===== config.mk =====
export PLATFORM = sky130hd
export DESIGN_NAME = mem_burst_arbiter
export DESIGN_NICKNAME = d
export VERILOG_FILES = /design/src/rtl/mem_arb_pkg.sv /design/src/rtl/mem_burst_arbiter_rr.sv /design/src/rtl/mem_burst_arbiter.sv
export SDC_FILE = /design/constraint.sdc
export NUM_CORES = 1
export LEC_CHECK = 0
export CAP_MARGIN = 5
export CORE_AREA = 2 2 89 91
export CTS_BUF_LIST = sky130_fd_sc_hd__clkbuf_2 sky130_fd_sc_hd__clkbuf_4 sky130_fd_sc_hd__clkbuf_8
export CTS_CLUSTER_SIZE = 12
export DETAILED_ROUTE_END_ITERATION = 10
export DIE_AREA = 0 0 91 93
export PLACE_DENSITY = 0.88
export RECOVER_POWER = 100
export SETUP_SLACK_MARGIN = 0.2
export SLEW_MARGIN = 15
export SYNTH_ARGS = -nofsm -noshare
export SYNTH_HDL_FRONTEND = slang
export SYNTH_HIERARCHICAL = 1
export SYNTH_SLANG_ARGS = --single-unit
export TNS_END_PERCENT = 10

===== constraint.sdc =====
create_clock -name MEM_CLK -period 3.99 [get_ports MEM_CLK]
set_clock_uncertainty 0.2 [all_clocks]
set_input_delay 0.5985 -clock MEM_CLK [delete_from_list [all_inputs] [get_ports MEM_CLK]]
set_output_delay 0.5985 -clock MEM_CLK [all_outputs]
set_load 0.03 [all_outputs]

===== src/rtl/mem_arb_pkg.sv =====
`default_nettype none
// ============================================================================
// Module   : mem_arb_pkg
// Purpose  : Shared types and defaults for the burst memory arbiter.
// Revision : 1.0 - initial release
// ============================================================================
package mem_arb_pkg;

    // Default words per cache line (= beats per memory transaction).
    localparam int DEFAULT_BURST_WIDTH = 8;

    // Arbiter transaction state; explicit encodings keep reset/debug values fixed.
    typedef enum logic [1:0] {
        IDLE = 2'd0,
        BUSY = 2'd1,
        DONE = 2'd2
    } arb_state_t;

    // Requester identity; bit position matches the request vector index.
    typedef enum logic {
        REQ_IC = 1'b0,
        REQ_DC = 1'b1
    } req_id_t;

endpackage
`default_nettype wire


===== src/rtl/mem_burst_arbiter_rr.sv =====
`default_nettype none
// ============================================================================
// Module   : rr_arbiter_2
// Purpose  : Combinational two-way round-robin pick between I-cache and
//            D-cache. On a tie the requester that did not win last time wins.
// Revision : 1.0 - initial release
// ============================================================================
module rr_arbiter_2
    import mem_arb_pkg::*;
(
    input  logic [1:0] i_req,
    input  req_id_t    i_last_gnt,
    output req_id_t    o_gnt_id,
    output logic       o_gnt_valid
);

    // Pick a winner; o_gnt_id is only meaningful while o_gnt_valid is high.
    always_comb begin
        o_gnt_valid = |i_req;
        o_gnt_id    = REQ_IC;
        if (i_req == 2'b11) begin
            if (i_last_gnt == REQ_IC) begin
                o_gnt_id = REQ_DC;
            end else begin
                o_gnt_id = REQ_IC;
            end
        end else if (i_req[1]) begin
            o_gnt_id = REQ_DC;
        end
    end

endmodule
`default_nettype wire


===== src/rtl/mem_burst_arbiter.sv =====
`default_nettype none
// ============================================================================
// Module   : mem_burst_arbiter
// Purpose  : Shares one burst main memory between the I-cache (line fills)
//            and the D-cache (line fills and write-backs). Holds RE/WE for
//            the whole burst, walks the word offset on each memory beat,
//            steers read beats and pulses a per-requester DONE.
// Revision : 1.0 - initial release
// ============================================================================
module mem_burst_arbiter
    import mem_arb_pkg::*;
#(
    parameter  int BURST_WIDTH = DEFAULT_BURST_WIDTH,
    localparam int OFF_W       = $clog2(BURST_WIDTH),
    localparam int LINE_W      = 30 - OFF_W
) (
    input  logic              MEM_CLK,
    input  logic              RST_N,
    input  logic              IC_REQ,
    input  logic [LINE_W-1:0] IC_LINE_ADDR,
    output logic              IC_RVALID,
    output logic              IC_DONE,
    input  logic              DC_REQ,
    input  logic              DC_WE,
    input  logic [LINE_W-1:0] DC_LINE_ADDR,
    input  logic [31:0]       DC_WDATA,
    output logic              DC_RVALID,
    output logic              DC_DONE,
    output logic [31:0]       RDATA,
    output logic [OFF_W-1:0]  WORD_IDX,
    output logic              MEM_RE,
    output logic              MEM_WE,
    output logic [29:0]       MEM_ADDR,
    output logic [31:0]       MEM_DATA_IN,
    input  logic [31:0]       MEM_DOUT,
    input  logic              MEM_VALID
);

    localparam logic [OFF_W-1:0] c_last_idx = OFF_W'(BURST_WIDTH - 1);

    arb_state_t        r_state;
    req_id_t           r_gnt_id;
    req_id_t           r_last_gnt;
    logic [LINE_W-1:0] r_gnt_line;
    logic              r_gnt_we;
    logic [OFF_W-1:0]  r_word_idx;
    logic              r_mem_re;
    logic              r_mem_we;
    logic              r_ic_done;
    logic              r_dc_done;

    logic [1:0]        w_req;
    req_id_t           w_arb_id;
    logic              w_arb_valid;
    logic              w_grant;
    logic              w_grant_we;
    logic [LINE_W-1:0] w_grant_line;
    logic              w_beat;
    logic              w_last_beat;

    assign w_req = {DC_REQ, IC_REQ};

    rr_arbiter_2 u_rr (
        .i_req       (w_req),
        .i_last_gnt  (r_last_gnt),
        .o_gnt_id    (w_arb_id),
        .o_gnt_valid (w_arb_valid)
    );

    // A grant waits for MEM_VALID low so leftover beats from an abandoned or
    // over-long burst are never mistaken for the new transaction's data.
    assign w_grant      = (r_state == IDLE) && w_arb_valid && !MEM_VALID;
    assign w_grant_we   = (w_arb_id == REQ_DC) && DC_WE;
    assign w_grant_line = (w_arb_id == REQ_DC) ? DC_LINE_ADDR : IC_LINE_ADDR;
    assign w_beat       = (r_state == BUSY) && MEM_VALID;
    assign w_last_beat  = w_beat && (r_word_idx == c_last_idx);

    // Transaction FSM with grant latches, beat counter and registered strobes.
    always_ff @(posedge MEM_CLK or negedge RST_N) begin
        if (!RST_N) begin
            r_state    <= IDLE;
            r_gnt_id   <= REQ_IC;
            r_last_gnt <= REQ_IC;
            r_gnt_line <= '0;
            r_gnt_we   <= 1'b0;
            r_word_idx <= '0;
            r_mem_re   <= 1'b0;
            r_mem_we   <= 1'b0;
            r_ic_done  <= 1'b0;
            r_dc_done  <= 1'b0;
        end else begin
            r_ic_done <= 1'b0;
            r_dc_done <= 1'b0;
            case (r_state)
                IDLE: begin
                    if (w_grant) begin
                        r_state    <= BUSY;
                        r_gnt_id   <= w_arb_id;
                        r_last_gnt <= w_arb_id;
                        r_gnt_line <= w_grant_line;
                        r_gnt_we   <= w_grant_we;
                        r_word_idx <= '0;
                        r_mem_re   <= !w_grant_we;
                        r_mem_we   <= w_grant_we;
                    end
                end
                BUSY: begin
                    if (w_beat) begin
                        r_word_idx <= r_word_idx + OFF_W'(1);
                    end
                    if (w_last_beat) begin
                        r_state   <= DONE;
                        r_mem_re  <= 1'b0;
                        r_mem_we  <= 1'b0;
                        r_ic_done <= (r_gnt_id == REQ_IC);
                        r_dc_done <= (r_gnt_id == REQ_DC);
                    end
                end
                DONE: begin
                    r_state <= IDLE;
                end
                default: begin
                    r_state <= IDLE;
                end
            endcase
        end
    end

    assign MEM_RE    = r_mem_re;
    assign MEM_WE    = r_mem_we;
    assign MEM_ADDR  = {r_gnt_line, r_word_idx};
    assign WORD_IDX  = r_word_idx;
    assign IC_DONE   = r_ic_done;
    assign DC_DONE   = r_dc_done;
    assign RDATA     = MEM_DOUT;

    // Read beats go only to the granted cache and only for a fill.
    assign IC_RVALID = w_beat && !r_gnt_we && (r_gnt_id == REQ_IC);
    assign DC_RVALID = w_beat && !r_gnt_we && (r_gnt_id == REQ_DC);

    // Write data is passed straight through so the D-cache can answer the
    // presented WORD_IDX within the same beat.
    assign MEM_DATA_IN = ((r_state == BUSY) && r_gnt_we && (r_gnt_id == REQ_DC))
                         ? DC_WDATA : 32'd0;

endmodule
`default_nettype wire

==> out/results.tsv, run 1 <==
stage	metric	value	unit
setup_path	r2r-end	r_gnt_line[24]$_DFFE_PN0P_	
route	first_iter_violations	24	
power	power_density	571.8	nW/um2
synthesis	synth_top_family_by_area	simple AND/OR/NAND/NOR gates	
synthesis	yosys.area_share.simple	19.45	%
synthesis	async_flop_share	100.0	%
floorplan	initial_core_util	29.22	%
route	routed_wl	6630	um
setup_path	worstSetupPathType	reg2out	
synthesis	synth_ff_type	dfrtp_1	
power	p_total	2131	uW
setup_path	reg2reg_depth	3	
synthesis	synth-seq-area-share	43.23	%
sta	fin_crit_sh	84.14	%
synthesis	synth-seq-cells	38	
sta	tns	0	ns
synthesis	synth_edf_count	0	
sta	slew_headroom	-36.83	%
clock_tree	cts_max_level	2	
status	status	complete, but fails checks	
final_layout	fillers	721	
grt	grt_max_degree	60	
route	wire_per_inst	14.41	um
hold_path	holdCritStartpoint	r_gnt_line[16]$_DFFE_PN0P_	
clock_tree	clk_pin_slew	0.08	ns
floorplan	rows	32	
final_layout	drive_gt1_share	3.073	%
final_layout	diodes	0	
synthesis	yosysUniqueCellTypes	26	
clock_tree	cts_setup_buffers	0	
final_layout	nNetsFinal	483	
hold_path	hp-class	reg2reg	
route	viasPerCell	4.463	
synthesis	syn_area	2200	um2
clock_tree	clockBufferDepth	2	
setup_path	r2r-start	r_state[0]$_DFFE_PN0P_	
grt	grt_usage	15.64	%
floorplan	core-area	7527	um2
hold_path	holdPathEnd	r_gnt_line[16]$_DFFE_PN0P_	
setup_path	cp-start-kind	register	
clock_tree	ctsHoldBuffers	0	
setup_path	worstPathRequired	3.19	ns
synthesis	synth_adder_area_share	1.138	%
synthesis	synth_area_leaders	dfrtp_1 (43%), mux2i_1 (12%), buf_4 (12%)	
clock_tree	clk_latency	0.29	ns
synthesis	synth_compound_area_share	8.419	%
power	p_leak	0.001757	uW
floorplan	die_w	91	um
clock_tree	cts_made_buffers	5	
synthesis	syn_avg_cell_area	9.360	um2
synthesis	synthXorXnorAreaFrac	0	%
sta	finalSetupViolCount	0	
grt	antenna_found_initial	0	
final_layout	syn_to_final_growth	69.45	%
placement	dp_hpwl	5366	um
clock_tree	cts_resized	0	
sta	final_max_slew_viol_count	99	
floorplan	die_y	93	um
flow_run	maxCapViolations	2	
route	num_vias	2053	
floorplan	io_pins	227	
power	peakVddDrop	0.1663	mV
placement	port_buffers	162	
grt	grt_pass1_vias	2231	
synthesis	ys_warn_count	6	
route	drt_pass1_iterations	4	
floorplan	dieArea	8463	um2
sta	fin_crit	3.357	ns
sta	tightest_slew	2.053	ns
setup_path	arrival	2.56	ns
status	violations	capacitance limit, slew limit	
synthesis	syn-num-nets	361	
clock_tree	cts_tree	done	
grt	grt_overflow	0	
setup_path	reg2reg_slack	1.54	ns
setup_path	timing.critical_path.fanout_max	19	
sta	rsz0062_at_grt	false	
sta	max_freq	297.9	MHz
route	drc	0	
final_layout	multi_input_area	919.6	um2
route	ant_nets	0	
grt	grt_pass1_wl	10520	um
synthesis	synthMuxAreaShare	12.29	%
sta	hold_viol	0	
hold_path	hold_path_depth	2	
clock_tree	cts-root-buf	clkbuf_8	
synthesis	synth_top_area_share	43.23	%
clock_tree	cts_sinks	38	
synthesis	yosysTopAreaCell	dfrtp_1	
placement	place.gp.congestion	0.7619	
setup_path	cp-end-kind	output pin	
final_layout	regArea	950.9	um2
synthesis	syn_inst	235	
area by class of cell:
cell class,instances,share of cell area [%]
inverters,1,0.1007
clock inverters,2,0.3357
multi-input cells,147,24.67
clock buffers,6,2.216
repair buffers,164,43.74
well taps,102,3.424
flip-flops and latches,38,25.51
logic make-up after synthesis:
kind of cell | count (synthesis)
AND/OR/NAND/NOR | 83
buffers and inverters | 50
flip-flops | 38
AO/OA/AOI/OAI | 35
multiplexers | 27
adder cells (fa/ha/maj) | 2
state kept, by name, summed over array words and instances, names as in the netlist:
name        count
r_gnt_line     27
WORD_IDX        3
r_state         2
DC_DONE         1
IC_DONE         1
MEM_RE          1
MEM_WE          1
r_gnt_we        1
r_last_gnt      1
cells in the mapped netlist, drive strengths merged (2+ instances only):
library cell,count
nor3,2
ha,2
nand2,36
mux2i,27
clkbuf,8
and2,32
buf,41
nand3,2
dfrtp,38
o21ai,32
nor2,3
a22o,2
critical path, stage by stage (launching register included):
cell	delay [ns]
dfrtp_1	0.42
nand2b_1	0.17
nor2_1	0.48
buf_4	0.29
and2_1	0.13
dlygate4sd3_1	0.77
routing by layer:
metal | vias up | global-route usage (%) | wire [um]
li1 | 983 | - | -
met1 | 917 | 15.47 | 2464
met2 | 143 | 30.06 | 3373
met3 | 10 | 6.769 | 719
met4 | 0 | 3.535 | 73
met5 | - | 0 | 0
metrics by stage:
step	cell area (um2)	std cells	hold WS (ns)	util, %	worst slack (ns)
final	3727	460	0.2756	49.52	0.6328
after floorplan	2200	235	0.1029	-	1.671
after global routing	3727	460	0.2968	49.52	0.3835
after CTS	3729	460	0.2465	49.53	0.6259
after detailed placement	3633	452	0.2692	48.27	0.8639
after global placement	3633	452	0.2636	48.27	0.8941
placed cells by master (no fill, tap or decap), types with 2 or more instances in the layout:
master	Yosys	final
a22o_1	2	2
and2_1	32	32
buf_4	35	2
clkbuf_8	0	6
clkdlybuf4s50_1	0	89
dfrtp_1	38	38
dlygate4sd3_1	0	72
ha_1	2	2
mux2i_1	27	27
nand2_1	36	36
nand3_1	2	2
nor2_1	3	3
nor3_1	2	2
o21ai_0	25	32
power by group:
group	total, uW	switching [uW]	internal [uW]	leakage, uW
logic	1200	719	482	0.00123
registers	654	101	553	0.000478
clock network	277	138	139	0.0000472
total	2130	958	1170	0.00176
worst max path at each step:
stage / slack [ns] / start / end / cells past startpoint
floorplan: 1.67 / MEM_VALID / DC_RVALID / 2
global route: 0.38 / r_last_gnt$_DFFE_PN0P_ / MEM_DATA_IN[29] / 5
detailed placement: 0.86 / MEM_VALID / DC_RVALID / 4
CTS: 0.63 / r_last_gnt$_DFFE_PN0P_ / MEM_DATA_IN[29] / 5
finish: 0.63 / r_state[1]$_DFFE_PN0P_ / MEM_DATA_IN[29] / 5
global placement: 0.89 / MEM_VALID / DC_RVALID / 4
Note: power is estimated with default switching activity, not from simulation.
==> run 2, diff against run 1 <==
--- a/config.mk
+++ b/config.mk
@@ -6,12 +6,11 @@
 export NUM_CORES = 1
 export LEC_CHECK = 0
 export CAP_MARGIN = 5
-export CORE_AREA = 2 2 89 91
+export CORE_UTILIZATION = 27
 export CTS_BUF_LIST = sky130_fd_sc_hd__clkbuf_2 sky130_fd_sc_hd__clkbuf_4 sky130_fd_sc_hd__clkbuf_8
 export CTS_CLUSTER_SIZE = 12
 export DETAILED_ROUTE_END_ITERATION = 10
-export DIE_AREA = 0 0 91 93
-export PLACE_DENSITY = 0.88
+export PLACE_DENSITY = 0.85
 export RECOVER_POWER = 100
 export SETUP_SLACK_MARGIN = 0.2
 export SLEW_MARGIN = 15
==> constraint.sdc (replaced) <==
create_clock -name MEM_CLK -period 2.7 [get_ports MEM_CLK]
set_clock_uncertainty 0.2 [all_clocks]
set_input_delay 0.405 -clock MEM_CLK [delete_from_list [all_inputs] [get_ports MEM_CLK]]
set_output_delay 0.405 -clock MEM_CLK [all_outputs]
set_load 0.03 [all_outputs]
==> run 2 against run 1 <==
  * The run still ends with capacitance limit, slew limit left
  * Combinational power increased by 52%
  * Routed wire length fell by 9.2%
  * Sequential share of layout area rose by 0.21 points
  * Largest power group unchanged
==> out/results.tsv, run 2 (synthesized netlist as in run 1, its figures left out) <==
stage	metric	value	unit	change
status	status	complete, but fails checks		unchanged
status	violations	capacitance limit, slew limit		unchanged
placement	dp.cells	455		was 452
grt	met3_usage	4.809	%	was 6.769%
clock_tree	cts_setup_buffers	0		unchanged
final_layout	largest_reg_flops	27		unchanged
hold_path	holdCritStartpoint	r_gnt_line[0]$_DFFE_PN0P_		was r_gnt_line[16]$_DFFE_PN0P_
placement	port_buffers	162		unchanged
route	routed_wl	6020	um	was 6630 um
placement	place.gp.congestion	0.7862		was 0.7619
grt	grt_max_degree	60		unchanged
hold_path	holdPathEnd	r_gnt_line[0]$_DFFE_PN0P_		was r_gnt_line[16]$_DFFE_PN0P_
final_layout	final_cell_mix	clkdlybuf4s50_1 (88), dlygate4sd3_1 (39), dfrtp_1 (38)		was clkdlybuf4s50_1 (89), dlygate4sd3_1 (72), dfrtp_1 (38)
floorplan	core-area	7807	um2	was 7527 um2
route	drc	0		unchanged
route	drt_pass1_iterations	6		was 4
clock_tree	cts_made_buffers	5		unchanged
clock_tree	cts_max_level	2		unchanged
sta	fin_crit_sh	89.89	%	
sta	tns	0	ns	unchanged
clock_tree	ctsHoldBuffers	0		unchanged
sta	tightest_slew	1.956	ns	was 2.053 ns
final_layout	nNetsFinal	486		was 483
route	ant_nets	0		unchanged
floorplan	die_y	92.26	um	was 93 um
grt	grt_use_met2	28.54	%	was 30.06%
grt	grt_usage	14.31	%	was 15.64%
power	peakVddDrop	0.3784	mV	was 0.1663 mV
clock_tree	clk_latency	0.27	ns	was 0.29 ns
sta	fin_crit	2.427	ns	
final_layout	syn_to_final_growth	68.09	%	was 69.45%
floorplan	dieArea	8512	um2	was 8463 um2
clock_tree	cts_sinks	38		unchanged
floorplan	rows	32		unchanged
sta	final_max_slew_viol_count	39		was 99
final_layout	diodes	0		unchanged
floorplan	initial_core_util	28.17	%	was 29.22%
flow_run	maxCapViolations	1		was 2
floorplan	die_w	92.26	um	was 91 um
sta	max_freq	412.0	MHz	
setup_path	reg2reg_slack	0.63	ns	was 1.54 ns
grt	grt_pass1_wl	9597	um	was 10520 um
grt	grt_overflow	0		unchanged
placement	dp_hpwl	5033	um	was 5366 um
hold_path	hold_path_depth	2		unchanged
hold_path	hp-class	reg2reg		unchanged
clock_tree	cts-root-buf	clkbuf_8		unchanged
sta	rsz0062_at_grt	false		unchanged
clock_tree	clk_pin_slew	0.07	ns	was 0.08 ns
final_layout	largest_register	r_gnt_line		unchanged
sta	slew_headroom	-30.38	%	was -36.83%
final_layout	drive_gt1_share	12.78	%	was 3.073%
route	first_iter_violations	34		was 24
setup_path	timing.critical_path.fanout_max	22		was 19
setup_path	cp-end-kind	output pin		unchanged
setup_path	worstSetupPathType	reg2out		unchanged
grt	busiest_layer	met2		unchanged
setup_path	r2r-end	r_gnt_line[15]$_DFFE_PN0P_		was r_gnt_line[24]$_DFFE_PN0P_
route	viasPerCell	4.390		was 4.463
grt	antenna_found_initial	0		unchanged
setup_path	worstPathRequired	2.10	ns	was 3.19 ns
clock_tree	cts_tree	done		unchanged
route	wire_per_inst	13.03	um	was 14.41 um
clock_tree	cts_resized	1		was 0
clock_tree	clockBufferDepth	2		unchanged
final_layout	final_common_cell	clkdlybuf4s50_1		unchanged
final_layout	instances_no_fill	462		was 460
setup_path	arrival	1.82	ns	was 2.56 ns
grt	met1_usage	13.79	%	was 15.47%
setup_path	r2r-start	r_state[0]$_DFFE_PN0P_		unchanged
sta	hold_viol	0		unchanged
grt	grt_pass1_vias	2110		was 2231
power	power_density	854.6	nW/um2	was 571.8 nW/um2
final_layout	fillers	756		was 721
power	p_leak	0.001715	uW	was 0.001757 uW
floorplan	io_pins	227		unchanged
setup_path	reg2reg_depth	4		was 3
sta	finalSetupViolCount	0		unchanged
setup_path	cp-start-kind	register		unchanged
route	num_vias	2028		was 2053
==> run 2: cell count changes in the layout (fill, tap and decap cells not counted), moves of 3 or more <==
cell	delta
clkbuf_1	+3
buf_12	+4
and2_1	-10
buf_4	+28
clkbuf_4	+3
dlygate4sd3_1	-33
and2_0	+10
==> run 2: how the worst max path moves through the flow <==
stage	slack, ns	end	depth (start not counted)	from
after global routing	0.12	DC_RVALID	5	MEM_VALID
final	0.27	MEM_DATA_IN[30]	5	r_last_gnt$_DFFE_PN0P_
after CTS	0.33	MEM_DATA_IN[15]	5	r_last_gnt$_DFFE_PN0P_
after floorplan	0.70	DC_RVALID	2	r_state[1]$_DFFE_PN0P_
after detailed placement	0.28	WORD_IDX[0]$_DFFE_PN0P_	6	IC_REQ
after global placement	0.30	WORD_IDX[0]$_DFFE_PN0P_	6	IC_REQ
==> run 2: cell type report <==
| cell class | instances | area [um2] | area share [%] |
|---|---|---|---|
| Clock buffer | 7 | 83.83 | 2.267 |
| Inverter | 1 | 3.754 | 0.1015 |
| Multi-Input combinational cell | 147 | 927.1 | 25.08 |
| Sequential cell | 38 | 950.9 | 25.72 |
| Tap cell | 102 | 127.6 | 3.452 |
| Timing Repair Buffer | 167 | 1604 | 43.38 |
==> run 2: power by group <==
group	total (uW)	switching (uW)	leakage, uW	internal [uW]
clock	365	168	0.0000452	197
combinational	1820	1070	0.00119	750
sequential	973	156	0.000478	818
==> run 2: critical path: stages, from the launching register on <==
cell and delay (ns):
dfrtp_1 0.51, nand2_1 0.16, nor2_4 0.20, buf_4 0.23, and2_1 0.14, clkbuf_1 0.30
==> run 2: metrics by stage <==
stage / setup WS [ns] / utilization [%] / cell area (um2) / power [uW] / hold slack (ns)
CTS: 0.3300 / 47.64 / 3720 / 3335 / 0.04456
finish: 0.2731 / 47.36 / 3697 / 3160 / 0.2718
floorplan: 0.7017 / - / 2200 / 2143 / -0.09059
detailed placement: 0.2773 / 46.54 / 3633 / 2952 / 0.2702
global route: 0.1223 / 47.36 / 3697 / 3374 / 0.3068
global placement: 0.2991 / 46.54 / 3633 / 2901 / 0.2620
==> run 2: metal layers <==
layer	vias to the layer above	wire [um]
met5	-	0
met4	0	68
met3	7	577
met2	130	3428
met1	899	1946
li1	992	-
==> run 3, diff against run 2 <==
--- a/config.mk
+++ b/config.mk
@@ -12,7 +12,6 @@
 export DETAILED_ROUTE_END_ITERATION = 10
 export PLACE_DENSITY = 0.85
 export RECOVER_POWER = 100
-export SETUP_SLACK_MARGIN = 0.2
 export SLEW_MARGIN = 15
 export SYNTH_ARGS = -nofsm -noshare
 export SYNTH_HDL_FRONTEND = slang
==> run 3 against run 2 <==
  * The flow still finishes with violations (capacitance limit, slew limit)
  * Cell count stayed put
  * Non-clock buffer count is the same
  * Clock power is essentially flat
  * Routed wire length down 0.40%
  * Fmax decreased by 2.1%
  * Sequential share of layout area is 0.40 points higher
  * Sequential power barely moved
  * Largest power group unchanged
  * Global-route usage about the same
  * Combinational power decreased by 2%
==> out/results.tsv, run 3 (synthesized netlist as in run 1, its figures left out) <==
stage	metric	value	unit	change
grt	grt_max_degree	60		unchanged
floorplan	io_pins	227		unchanged
power	swShare	44.39	%	was 44.14%
setup_path	cpLargestDelayFamily	buffers and inverters		unchanged
floorplan	dieArea	8512	um2	unchanged
clock_tree	cts_made_buffers	5		unchanged
route	ant_nets	0		unchanged
setup_path	r2r-start	r_state[0]$_DFFE_PN0P_		unchanged
setup_path	r2r-end	r_gnt_line[15]$_DFFE_PN0P_		unchanged
clock_tree	cts_max_level	2		unchanged
setup_path	reg2reg_slack	0.63	ns	about the same
placement	port_buffers	162		unchanged
clock_tree	cts-root-buf	clkbuf_8		unchanged
power	power_frac_seq	31.2	%	was 30.8%
sta	max_freq	403.4	MHz	was 412.0 MHz
placement	place_area	3633	um2	unchanged
setup_path	cpPeakStageDelay	0.59	ns	was 0.51 ns
placement	dp_hpwl	5033	um	unchanged
setup_path	cp-start-kind	input port		was register
power	power_density	856.4	nW/um2	was 854.6 nW/um2
final_layout	final_cell_mix	clkdlybuf4s50_1 (88), dlygate4sd3_1 (39), dfrtp_1 (38)		unchanged
final_layout	multi_input_area	922.1	um2	was 927.1 um2
setup_path	worstSetupPathType	in2out		was reg2out
hold_path	hp-class	reg2reg		unchanged
route	drc	0		unchanged
sta	tns	0	ns	unchanged
final_layout	drive_gt1_share	12.78	%	unchanged
clock_tree	cts_tree	done		unchanged
clock_tree	clk_latency	0.27	ns	about the same
grt	grt_pass1_vias	2105		was 2110
placement	post-place-ws	0.2773	ns	unchanged
grt	antenna_found_initial	0		unchanged
floorplan	initial_core_util	28.17	%	unchanged
route	drt_pass1_iterations	4		was 6
hold_path	hold_path_depth	2		unchanged
hold_path	holdPathEnd	r_gnt_line[0]$_DFFE_PN0P_		unchanged
setup_path	crit_slowest_cell	dlygate4sd3_1		was dfrtp_1
hold_path	holdCritStartpoint	r_gnt_line[0]$_DFFE_PN0P_		unchanged
floorplan	core-area	7807	um2	unchanged
sta	final_max_slew_viol_count	39		unchanged
power	p_comb_share	57.1	%	was 57.6%
sta	fin_crit_sh	91.82	%	was 89.89%
power	peakVddDrop	0.3365	mV	was 0.3784 mV
route	routed_wl	5996	um	was 6020 um
final_layout	final_common_cell	clkdlybuf4s50_1		unchanged
power	p_leak	0.001713	uW	was 0.001715 uW
final_layout	diodes	0		unchanged
final_layout	stdcell_area	3641	um2	was 3697 um2
clock_tree	clk_pin_slew	0.07	ns	about the same
status	violations	capacitance limit, slew limit		unchanged
setup_path	arrival	1.87	ns	was 1.82 ns
setup_path	critical_path_buf_inv_count	2		unchanged
floorplan	rows	32		unchanged
grt	grt_pass1_wl	9591	um	was 9597 um
final_layout	regArea	950.9	um2	unchanged
final_layout	largest_register	r_gnt_line		unchanged
route	num_vias	2021		was 2028
placement	place.gp.congestion	0.7862		unchanged
setup_path	reg2reg_depth	4		unchanged
grt	grt_overflow	0		unchanged
floorplan	die_y	92.26	um	unchanged
status	status	complete, but fails checks		unchanged
power	internal_power	1734	uW	was 1765 uW
sta	finalSetupViolCount	0		unchanged
setup_path	crit_chain	dlygate4sd3_1, nand3b_1, nor3_1, dlymetal6s4s_1		was nand2_1, nor2_4, buf_4, and2_1, clkbuf_1
power	clkPwrFrac	11.7	%	was 11.6%
route	first_iter_violations	38		was 34
sta	holdWs	0.2723	ns	was 0.2718 ns
sta	rsz0062_at_grt	false		unchanged
sta	hold_viol	0		unchanged
route	wire_per_inst	12.98	um	was 13.03 um
clock_tree	ctsHoldBuffers	0		unchanged
setup_path	worstPathRequired	2.10	ns	about the same
sta	tightest_slew	1.952	ns	was 1.956 ns
final_layout	fillers	764		was 756
sta	slew_headroom	-30.12	%	was -30.38%
clock_tree	clockBufferDepth	2		unchanged
floorplan	die_w	92.26	um	unchanged
grt	grt_usage	14.29	%	was 14.31%
final_layout	largest_reg_flops	27		unchanged
setup_path	timing.critical_path.fanout_max	7		was 22
final_layout	syn_to_final_growth	65.53	%	was 68.09%
power	p_total	3118	uW	was 3160 uW
sta	setup_slack	0.2209	ns	was 0.2731 ns
sta	fin_crit	2.479	ns	was 2.427 ns
flow_run	maxCapViolations	1		unchanged
power	power.switching	1384	uW	was 1395 uW
setup_path	cp-end-kind	output pin		unchanged
clock_tree	cts_sinks	38		unchanged
route	viasPerCell	4.374		was 4.390
final_layout	nNetsFinal	486		unchanged
[run 3: worst max-delay path by stage]
stage                     cells past startpoint              startpoint                   endpoint
after global placement                        6                  IC_REQ    WORD_IDX[0]$_DFFE_PN0P_
after global routing                          5                  IC_REQ  r_gnt_line[2]$_DFFE_PN0P_
after detailed placement                      6                  IC_REQ    WORD_IDX[0]$_DFFE_PN0P_
after CTS                                     5  r_last_gnt$_DFFE_PN0P_            MEM_DATA_IN[15]
after floorplan                               2  r_state[1]$_DFFE_PN0P_                  DC_RVALID
final                                         4               MEM_VALID                  IC_RVALID
[run 3: what timing repair did]
action,CTS,global route
hold endpoints to repair,0,0
endpoints found under the setup margin,0,10
resized for setup,0,1
buffers inserted,0,0
[run 3: layout make-up]
| type | count | area share [%] |
|---|---|---|
| timing repair buffer | 167 | 42.65 |
| sequential | 38 | 26.12 |
| multi-input combinational | 147 | 25.33 |
| tap | 102 | 3.505 |
| clock buffer | 7 | 2.302 |
| inverter | 1 | 0.1031 |
[run 3: power by group through the flow]
stage / sequential [uW] / combinational [uW] / clock, uW
global route: 1010 / 1910 / 407
global placement: 984 / 1920 / 0
floorplan: 1420 / 727 / 0
finish: 972 / 1780 / 365
detailed placement: 999 / 1950 / 0
CTS: 989 / 1960 / 387
[run 3: through the flow]
step | instances | util (%)
after global placement | 455 | 46.54
after floorplan | 235 | -
after CTS | 462 | 47.61
after global routing | 462 | 46.63
after detailed placement | 455 | 46.54
final | 462 | 46.63
[run 3: worst min-delay path, delay by kind of cell, from the launching register on]
| kind | cells | cell delay [ns] |
|---|---|---|
| DFF | 1 | 0.34 |
| AOI/OAI and AO/OA | 1 | 0.06 |
| and+or+nand+nor | 1 | 0.04 |
[run 3: per-layer routing]
layer / wire [um] / up-vias / track usage [%]
met2: 3389 / 130 / 28.48
met5: 0 / - / 0
met1: 1968 / 891 / 13.79
met4: 68 / 0 / 3.646
li1: - / 993 / -
met3: 571 / 7 / 4.809
